## config.mk

```make
export PLATFORM = sky130hd
export DESIGN_NAME = lsu_ctrl
export DESIGN_NICKNAME = d
export VERILOG_FILES = /design/src/rtl/lsu_ctrl.sv
export SDC_FILE = /design/constraint.sdc
export NUM_CORES = 1
export LEC_CHECK = 0
export ABC_AREA = 1
export CAP_MARGIN = 40
export CORE_MARGIN = 3
export CORE_UTILIZATION = 30
export CTS_CLUSTER_SIZE = 8
export DETAILED_ROUTE_END_ITERATION = 7
export HOLD_SLACK_MARGIN = 0.1
export PLACE_DENSITY = 0.55
export SLEW_MARGIN = 20
export SYNTH_ARGS = -nofsm -noshare
export SYNTH_HDL_FRONTEND = slang
export SYNTH_SLANG_ARGS = --single-unit
```

## constraint.sdc

```tcl
create_clock -name clk -period 1.8 [get_ports clk]
set_input_delay 0.36 -clock clk [delete_from_list [all_inputs] [get_ports clk]]
set_output_delay 0.36 -clock clk [all_outputs]
set_load 0.1 [all_outputs]
```

## src/rtl/lsu_ctrl.sv

```systemverilog
// rtl/lsu_ctrl.sv - RV32I load/store sequencer between the control unit and a word-addressed data memory
//
// Ports:
//   clk, rst                 clock, synchronous active-high reset
//   req_valid/req_ready      request handshake (req_ready high only while idle)
//   req_we, req_func3        1=store/0=load, RV32I funct3 width/sign code
//   req_addr, req_wdata      effective byte address, store data (low bits significant)
//   rsp_valid                one-cycle completion pulse
//   rsp_rdata, rsp_err       extended load data (0 for stores/errors), error flag
//   mem_en, mem_we           memory access strobe and write
//   mem_addr, mem_be         word-aligned address, byte lane enables
//   mem_wdata                lane-replicated store data
//   mem_rdata, mem_ready     read word, access-complete strobe
module lsu_ctrl #(
    parameter int WIDTH   = 32,
    parameter int TIMEOUT = 15
) (
    input  logic             clk,
    input  logic             rst,
    input  logic             req_valid,
    output logic             req_ready,
    input  logic             req_we,
    input  logic [2:0]       req_func3,
    input  logic [WIDTH-1:0] req_addr,
    input  logic [WIDTH-1:0] req_wdata,
    output logic             rsp_valid,
    output logic [WIDTH-1:0] rsp_rdata,
    output logic             rsp_err,
    output logic             mem_en,
    output logic             mem_we,
    output logic [WIDTH-1:0] mem_addr,
    output logic [3:0]       mem_be,
    output logic [WIDTH-1:0] mem_wdata,
    input  logic [WIDTH-1:0] mem_rdata,
    input  logic             mem_ready
);

    localparam int CW = $clog2(TIMEOUT + 1);

    typedef enum logic [1:0] {IDLE, ACCESS, RESP} state_t;

    state_t           state_q, state_d;
    logic [2:0]       func3_q, func3_d;
    logic [1:0]       off_q, off_d;
    logic             we_q, we_d;
    logic [CW-1:0]    cnt_q, cnt_d;
    logic             rsp_valid_q, rsp_valid_d;
    logic             rsp_err_q, rsp_err_d;
    logic [WIDTH-1:0] rsp_rdata_q, rsp_rdata_d;
    logic             mem_en_q, mem_en_d;
    logic             mem_we_q, mem_we_d;
    logic [WIDTH-1:0] mem_addr_q, mem_addr_d;
    logic [3:0]       mem_be_q, mem_be_d;
    logic [WIDTH-1:0] mem_wdata_q, mem_wdata_d;

    logic             legal, misaligned;
    logic [3:0]       be_calc;
    logic [WIDTH-1:0] wdata_calc, lane, load_ext;

    // Request decode: func3[1:0] is the access size, func3[2] selects zero extension.
    always_comb begin
        legal      = (req_func3 == 3'b000) || (req_func3 == 3'b001) || (req_func3 == 3'b010) ||
                     (!req_we && ((req_func3 == 3'b100) || (req_func3 == 3'b101)));
        misaligned = ((req_func3[1:0] == 2'b01) && req_addr[0]) ||
                     ((req_func3[1:0] == 2'b10) && (req_addr[1:0] != 2'b00));
        case (req_func3[1:0])
            2'b00: begin
                be_calc    = 4'b0001 << req_addr[1:0];
                wdata_calc = {4{req_wdata[7:0]}};
            end
            2'b01: begin
                be_calc    = 4'b0011 << req_addr[1:0];
                wdata_calc = {2{req_wdata[15:0]}};
            end
            default: begin
                be_calc    = 4'b1111;
                wdata_calc = req_wdata;
            end
        endcase
    end

    // Load lane extraction: shift the addressed byte/half down to bit 0, then extend.
    always_comb begin
        lane = mem_rdata >> {off_q, 3'b000};
        case (func3_q)
            3'b000:  load_ext = {{(WIDTH-8){lane[7]}}, lane[7:0]};
            3'b001:  load_ext = {{(WIDTH-16){lane[15]}}, lane[15:0]};
            3'b100:  load_ext = {{(WIDTH-8){1'b0}}, lane[7:0]};
            3'b101:  load_ext = {{(WIDTH-16){1'b0}}, lane[15:0]};
            default: load_ext = lane;
        endcase
        if (we_q) begin
            load_ext = '0;
        end
    end

    always_comb begin
        state_d     = state_q;
        func3_d     = func3_q;
        off_d       = off_q;
        we_d        = we_q;
        cnt_d       = cnt_q;
        rsp_valid_d = rsp_valid_q;
        rsp_err_d   = rsp_err_q;
        rsp_rdata_d = rsp_rdata_q;
        mem_en_d    = mem_en_q;
        mem_we_d    = mem_we_q;
        mem_addr_d  = mem_addr_q;
        mem_be_d    = mem_be_q;
        mem_wdata_d = mem_wdata_q;
        case (state_q)
            IDLE: begin
                rsp_valid_d = 1'b0;
                rsp_err_d   = 1'b0;
                rsp_rdata_d = '0;
                if (req_valid) begin
                    we_d    = req_we;
                    func3_d = req_func3;
                    off_d   = req_addr[1:0];
                    if (!legal || misaligned) begin
                        state_d     = RESP;
                        rsp_valid_d = 1'b1;
                        rsp_err_d   = 1'b1;
                    end else begin
                        state_d     = ACCESS;
                        cnt_d       = '0;
                        mem_en_d    = 1'b1;
                        mem_we_d    = req_we;
                        mem_addr_d  = {req_addr[WIDTH-1:2], 2'b00};
                        mem_be_d    = be_calc;
                        mem_wdata_d = wdata_calc;
                    end
                end
            end
            ACCESS: begin
                if (mem_ready || (cnt_q == CW'(TIMEOUT - 1))) begin
                    // Ready on the final allowed cycle still counts as success.
                    state_d     = RESP;
                    rsp_valid_d = 1'b1;
                    rsp_err_d   = !mem_ready;
                    rsp_rdata_d = mem_ready ? load_ext : '0;
                    mem_en_d    = 1'b0;
                    mem_we_d    = 1'b0;
                    mem_addr_d  = '0;
                    mem_be_d    = 4'b0000;
                    mem_wdata_d = '0;
                end else begin
                    cnt_d = cnt_q + CW'(1);
                end
            end
            default: begin
                state_d     = IDLE;
                rsp_valid_d = 1'b0;
                rsp_err_d   = 1'b0;
                rsp_rdata_d = '0;
            end
        endcase
    end

    always_ff @(posedge clk) begin
        if (rst) begin
            state_q     <= IDLE;
            func3_q     <= 3'b000;
            off_q       <= 2'b00;
            we_q        <= 1'b0;
            cnt_q       <= '0;
            rsp_valid_q <= 1'b0;
            rsp_err_q   <= 1'b0;
            rsp_rdata_q <= '0;
            mem_en_q    <= 1'b0;
            mem_we_q    <= 1'b0;
            mem_addr_q  <= '0;
            mem_be_q    <= 4'b0000;
            mem_wdata_q <= '0;
        end else begin
            state_q     <= state_d;
            func3_q     <= func3_d;
            off_q       <= off_d;
            we_q        <= we_d;
            cnt_q       <= cnt_d;
            rsp_valid_q <= rsp_valid_d;
            rsp_err_q   <= rsp_err_d;
            rsp_rdata_q <= rsp_rdata_d;
            mem_en_q    <= mem_en_d;
            mem_we_q    <= mem_we_d;
            mem_addr_q  <= mem_addr_d;
            mem_be_q    <= mem_be_d;
            mem_wdata_q <= mem_wdata_d;
        end
    end

    assign req_ready = (state_q == IDLE);
    assign rsp_valid = rsp_valid_q;
    assign rsp_err   = rsp_err_q;
    assign rsp_rdata = rsp_rdata_q;
    assign mem_en    = mem_en_q;
    assign mem_we    = mem_we_q;
    assign mem_addr  = mem_addr_q;
    assign mem_be    = mem_be_q;
    assign mem_wdata = mem_wdata_q;

endmodule

```

==> metrics.txt <==
Tot Pwr 9587 uW; Post-synth EDFFs 0; DR WL met2 8548 um; GRT Resource Usage Total 0.1934; min Tclk post-route 1.666 ns; Worst Setup Path Type flop to flop; # diodes 0; Max Used Layer met5; power per cell area 1016 nW/um^2; CTS Buffer Depth 2; Worst Hold Slack 0.4301 ns; overall routed net length 18,850 um; largest net degree at the start of global routing 64; Post-DP HPWL 13,310 um; Final GP Congestion 0.8612; met1 wire length 8011 um; number of global-route vias before repair 5,382; Post-Syn Area 5206 sq um; Seq/Total Area, Yosys 0.4384; WL per Instance 15.57 um; status finished clean; CP peak stage delay 0.34 ns; Core Region 16,760 sq um; Die Width 137.7 um; Crit-path slowest cell dfxtp_2; worst hold path class input pin to flop; Routed Antenna Nets 0; RSZ-0062 raised after global routing false; Max Clk Rate 0.6001 GHz; vias 5,667; CTS tree built; FP Rows 47; via/cell ratio 4.680; Buffers on Ports 206; met3 WL 1975 um; Fin. Hold Viols 0; H-tree lvl count 4; Die Height 137.7 um; Slew @ Worst Pin 0.5549 ns; Starting Density 0.3106; CP arrival 2.02 ns; total CTS buffers 17; Final WS setup 0.1336 ns; Post-Syn Instances 762; top-area cell type share of the netlist area 0.4384; Clk Latency, worst-skew pair 0.42 ns; Final Setup Violations 0; CP Cell Sequence inv_1, ha_1, nand3_1, nand3_1, nand2_2, nor2_4, clkbuf_16, nand3_1, a21oi_1; post-synthesis cell type count 27; final cell count without fillers 1,211; CP max FO 19; Seq cells post-synth 114; most common cell after layout, fill and taps aside nand2_1; syn avg cell area 6.832 sq um; critical path's most frequent cell nand3_1; main flop type after synthesis dfxtp_1; period utilisation layout 0.9258; dpl cells 1,175; max cap viols 0; Final Skew 0.01145 ns; asr flop ratio synth 0; startpoint types flop; CTS Root Buffer Type clkbuf_16; Data required, critical path 2.15 ns; yosys warns 0; maximum vdd drop 0.6523 mV; Area Growth Syn to Fin 81.30%; largest cells by area after synthesis dfxtp_1 (44%), nand2_1 (20%), a21oi_1 (12%), nand3_1 (5.8%), nor2_1 (2.2%); initial antenna violation count 2; most frequent cells in the layout nand2_1 (273), a21oi_1 (129), dfxtp_1 (113), buf_12 (110), clkdlybuf4s50_1 (102); Final nets 1,084; Yosys top cell by area dfxtp_1; global-route wire length before repair 28,450 um; Critical Path End Type flop; Die ar. 18,970 sq um; DR pass1 iterations 5; share of cells above drive strength 1 0.2099; max_slew headroom 0.6287; Reg clk slew, reported paths 0.06 ns; drt drc 0; num ports 209; total grt overflow 0; Clock Sinks 114; fin. max-slew vios 0; Placement Setup Slack -0.2412 ns; initial drt markers 309; Leak Pwr 0.003780 uW
## worst paths after layout
path	start	endpoint	slack, ns	cells after the start
min	rst	state_q[0]$_SDFFE_PP0P_	0.43	3
max reg2reg	cnt_q[0]$_SDFFE_PP0P_	mem_wdata[8]$_SDFFE_PP0P_	0.13	9
max	cnt_q[0]$_SDFFE_PP0P_	mem_wdata[8]$_SDFFE_PP0P_	0.13	9
min reg2reg	mem_addr[29]$_SDFFE_PP0P_	mem_addr[29]$_SDFFE_PP0P_	0.50	2
## metrics by stage
stage | area, sq um | TNS, ns | utilization
floorplan | 5215 | 0 | -
global placement | 8687 | -11.69 | 0.5183
detailed placement | 8687 | -13.18 | 0.5183
CTS | 9326 | 0 | 0.5565
global route | 9439 | 0 | 0.5632
finish | 9439 | 0 | 0.5632
## cell usage after synthesis, types with 2 or more instances
cell type,n
or2_2,16
o21ai_1,11
nor2_1,30
inv_2,4
buf_4,9
dfxtp_1,114
buf_2,16
nand4_1,3
ha_1,2
nand2_1,274
nor3_1,2
o21ai_0,10
o211ai_1,7
nand3_1,60
nand3_2,3
a21oi_1,129
o21a_1,8
nor2_2,5
inv_1,27
buf_1,3
clkbuf_1,23
## critical path: cells and delay by family, from the launching register on
family                     cells  cell delay [ns]
AOI/OAI and AO/OA              1             0.15
adders and majority gates      1             0.15
buffers and inverters          2             0.34
DFF                            1             0.34
and+or+nand+nor                5             0.62
## sequential cells by signal (all words and copies together), names as in the netlist
signal	flops
mem_we	1
rsp_rdata	32
rsp_valid	1
mem_en	1
rsp_err	1
func3_q	3
mem_addr	30
we_q	1
mem_wdata	32
cnt_q	4
state_q	2
mem_be	4
off_q	2
## area by class of cell
type,count,area (sq um)
tap,220,275.3
sequential,114,2283
clock buffer,23,488.0
clock inverter,9,151.4
inverter,31,116.4
timing repair buffer,248,3547
fill,1595,7321
multi-input combinational,566,2577
## power by group
| group | leakage (uW) | internal, uW | switching, uW | total [uW] |
|---|---|---|---|---|
| clock | 0.000313 | 2460 | 1210 | 3670 |
| combinational | 0.00254 | 1180 | 1900 | 3080 |
| sequential | 0.000927 | 2680 | 159 | 2840 |
## routing by layer
metal  track usage  vias to the layer above
met3       0.09350                       25
met2        0.2950                      191
met1        0.2384                     2536
met4       0.06641                        4
li1              -                     2911
met5             0                        -
## timing repair
action                     in CTS  in global routing
hold buffers                    0                  0
setup endpoints to repair       0                 69
resized for setup               0                  7
setup buffers                   0                  0
## logic make-up (layout without fill, tap and decap cells)
family,after synthesis,count (layout),share of synthesized area
DFF,114,114,0.4384
buffers and inverters,83,311,0.07162
xor gates and xnor gates,1,1,0.001683
adders and majority gates,2,2,0.004806
and+or+nand+nor,394,394,0.3146
other,1,2,0.0007203
AOI/OAI and AO/OA,167,167,0.1682
Note: power is estimated with default switching activity, not from simulation.
==> edit, RTL diff (same flow settings) <==
Register the output `rsp_err` once more, cleared by the reset; this adds one clock of latency there. The other outputs are not delayed to match.
--- a/src/rtl/lsu_ctrl.sv
+++ b/src/rtl/lsu_ctrl.sv
@@ -192,5 +192,11 @@
     assign req_ready = (state_q == IDLE);
     assign rsp_valid = rsp_valid_q;
-    assign rsp_err   = rsp_err_q;
+    always_ff @(posedge clk) begin
+        if (rst) begin
+            rsp_err <= '0;
+        end else begin
+            rsp_err <= rsp_err_q;
+        end
+    end
     assign rsp_rdata = rsp_rdata_q;
     assign mem_en    = mem_en_q;
Behaviour: not the same (a bounded check fails within 4 cycles, from zero or initial values and one cycle with rst high).
==> edit against the unedited design <==
Power is 0.90% lower. Highest routed layer is now met4. Cell count is 2.0% higher. Worst setup slack better by 42 ps. Synthesized area is 2.5% higher. Clock power is 2% lower. Clock skew is 4.4 ps lower. Sequential cell count is 1 higher. Design area is 1.6% higher. First-iteration DRC count is 38% higher. Routed wire length is 0.44% higher.
==> edit: results <==
[run_status]
status = finished clean

[global_route]
met1_usage_pct = 27.4
grtUsageTotal_pct = 19.4
grt_first_pass_wirelength_um = 30400
antenna_found_initial = 1
grt.met3_usage_pct = 3.92
grt_pass1_vias = 5453
grt_max_degree = 75
met2_usage_pct = 29.8

[hold_path]
holdPathStages = 4
hold_end = cnt_q[0]
min-delay-start = rst
hold_path_class = in -> reg

[pwr]
power_leakage_uw = 0.00383
peakVddDrop_mv = 0.677
p_sw_uw = 3240

[yosys]
synthArstFlopShare_pct = 0
netlist_top_cells_count = nand2_1, a21oi_1, dfxtp_1, nand3_1, inv_1
yosysWarnings = 0
ys.flop_type = dfxtp_1
seq_area_frac_synth_pct = 43.1
synthTopCellsByArea = dfxtp_1, nand2_1, a21oi_1
synth.distinct_cells = 28

[drt]
dr.pass1.iters = 5
wl_met3_um = 938
route.top_layer_used = met4
met1Wirelength_um = 9030
wire_per_inst_um = 15.3
drt_iter0_markers = 426
routed_via_density = 4.61
dr_wl_met2_um = 8610

[clock_network]
cts-buffers-inserted = 17
clk_pin_slew_ps = 50
cts_buffer_depth = 2
cts_root_buf = clkbuf_16
cts_setup_buffers = 0
htree_levels = 4

[finish]
drive_gt1_share_pct = 23.7
layout.nets = 1103

[critical_path]
cp.arrival_ps = 1960
ff2ff_setup_slack_ps = 180
r2r-start = cnt_q[0]
r2r_cells = 9
path_max_fanout = 9
regToRegEndpoint = mem_wdata[12]

[timing]
setup_violations = 0
worst_clock_skew_ps = 7.05
hold_slack_ps = 414

[place]
gp_congestion = 0.832
io_buffer_count = 206
dpl_cell_area_um2 = 8950
place_hpwl_um = 13800
[edit: layout make-up]
class / instances / area (um^2)
clock inverters: 10 / 155
inverters: 33 / 124
flip-flops and latches: 115 / 2300
diodes: 1 / 2.50
clock buffers: 21 / 470
multi-input cells: 572 / 2660
fillers: 1600 / 7760
well taps: 225 / 282
repair buffers: 258 / 3590
[edit: critical path, cell delays in order (launching register included)]
cell,delay [ps]
dfxtp_1,300
inv_1,90
ha_1,150
nand3_1,110
nand3_1,140
nand2_2,110
nor2_4,210
buf_4,210
nand3_1,80
a21oi_1,150
[edit: power groups by stage]
stage               registers (uW)  logic (uW)  clock network, uW
floorplan                     3730         974                  0
global placement              2920        3030                  0
detailed placement            2920        3030                  0
CTS                           2870        3040               3660
global route                  2880        3230               3760
finish                        2870        3030               3600
[edit: stage by stage]
step           worst slack, ps  util (%)  TNS (ps)  total power (uW)  std cells
2_1_floorplan            -2.96         -     -26.6              4700        772
3_3_place_gp              -429      51.5    -20580              5940       1202
3_5_place_dp              -279      51.5    -19400              5950       1203
4_1_cts                    123      55.2         0              9570       1234
5_1_grt                   9.43      55.3         0              9880       1235
6_report                   175      55.3         0              9500       1235
[edit: how the worst max path moves through the flow]
stage                       from            end  slack (ps)  cells after the start
floorplan             state_q[1]   mem_addr[29]          -3                      9
global placement    req_func3[1]   mem_wdata[9]        -430                      6
detailed placement  req_func3[1]       cnt_q[1]        -280                      9
CTS                     cnt_q[0]  mem_wdata[15]         120                     10
global route        req_func3[0]    mem_addr[5]           9                     10
finish                  cnt_q[0]  mem_wdata[12]         180                      9
[edit: kinds of logic after synthesis]
group	share of synthesized area [%]
AND/OR/NAND/NOR	31.2
AO/OA/AOI/OAI	17.5
flip-flops	43.1
buffers and inverters	7.45
adder cells (fa/ha/maj)	0.469
XOR/XNOR	0.164
other	0.0702
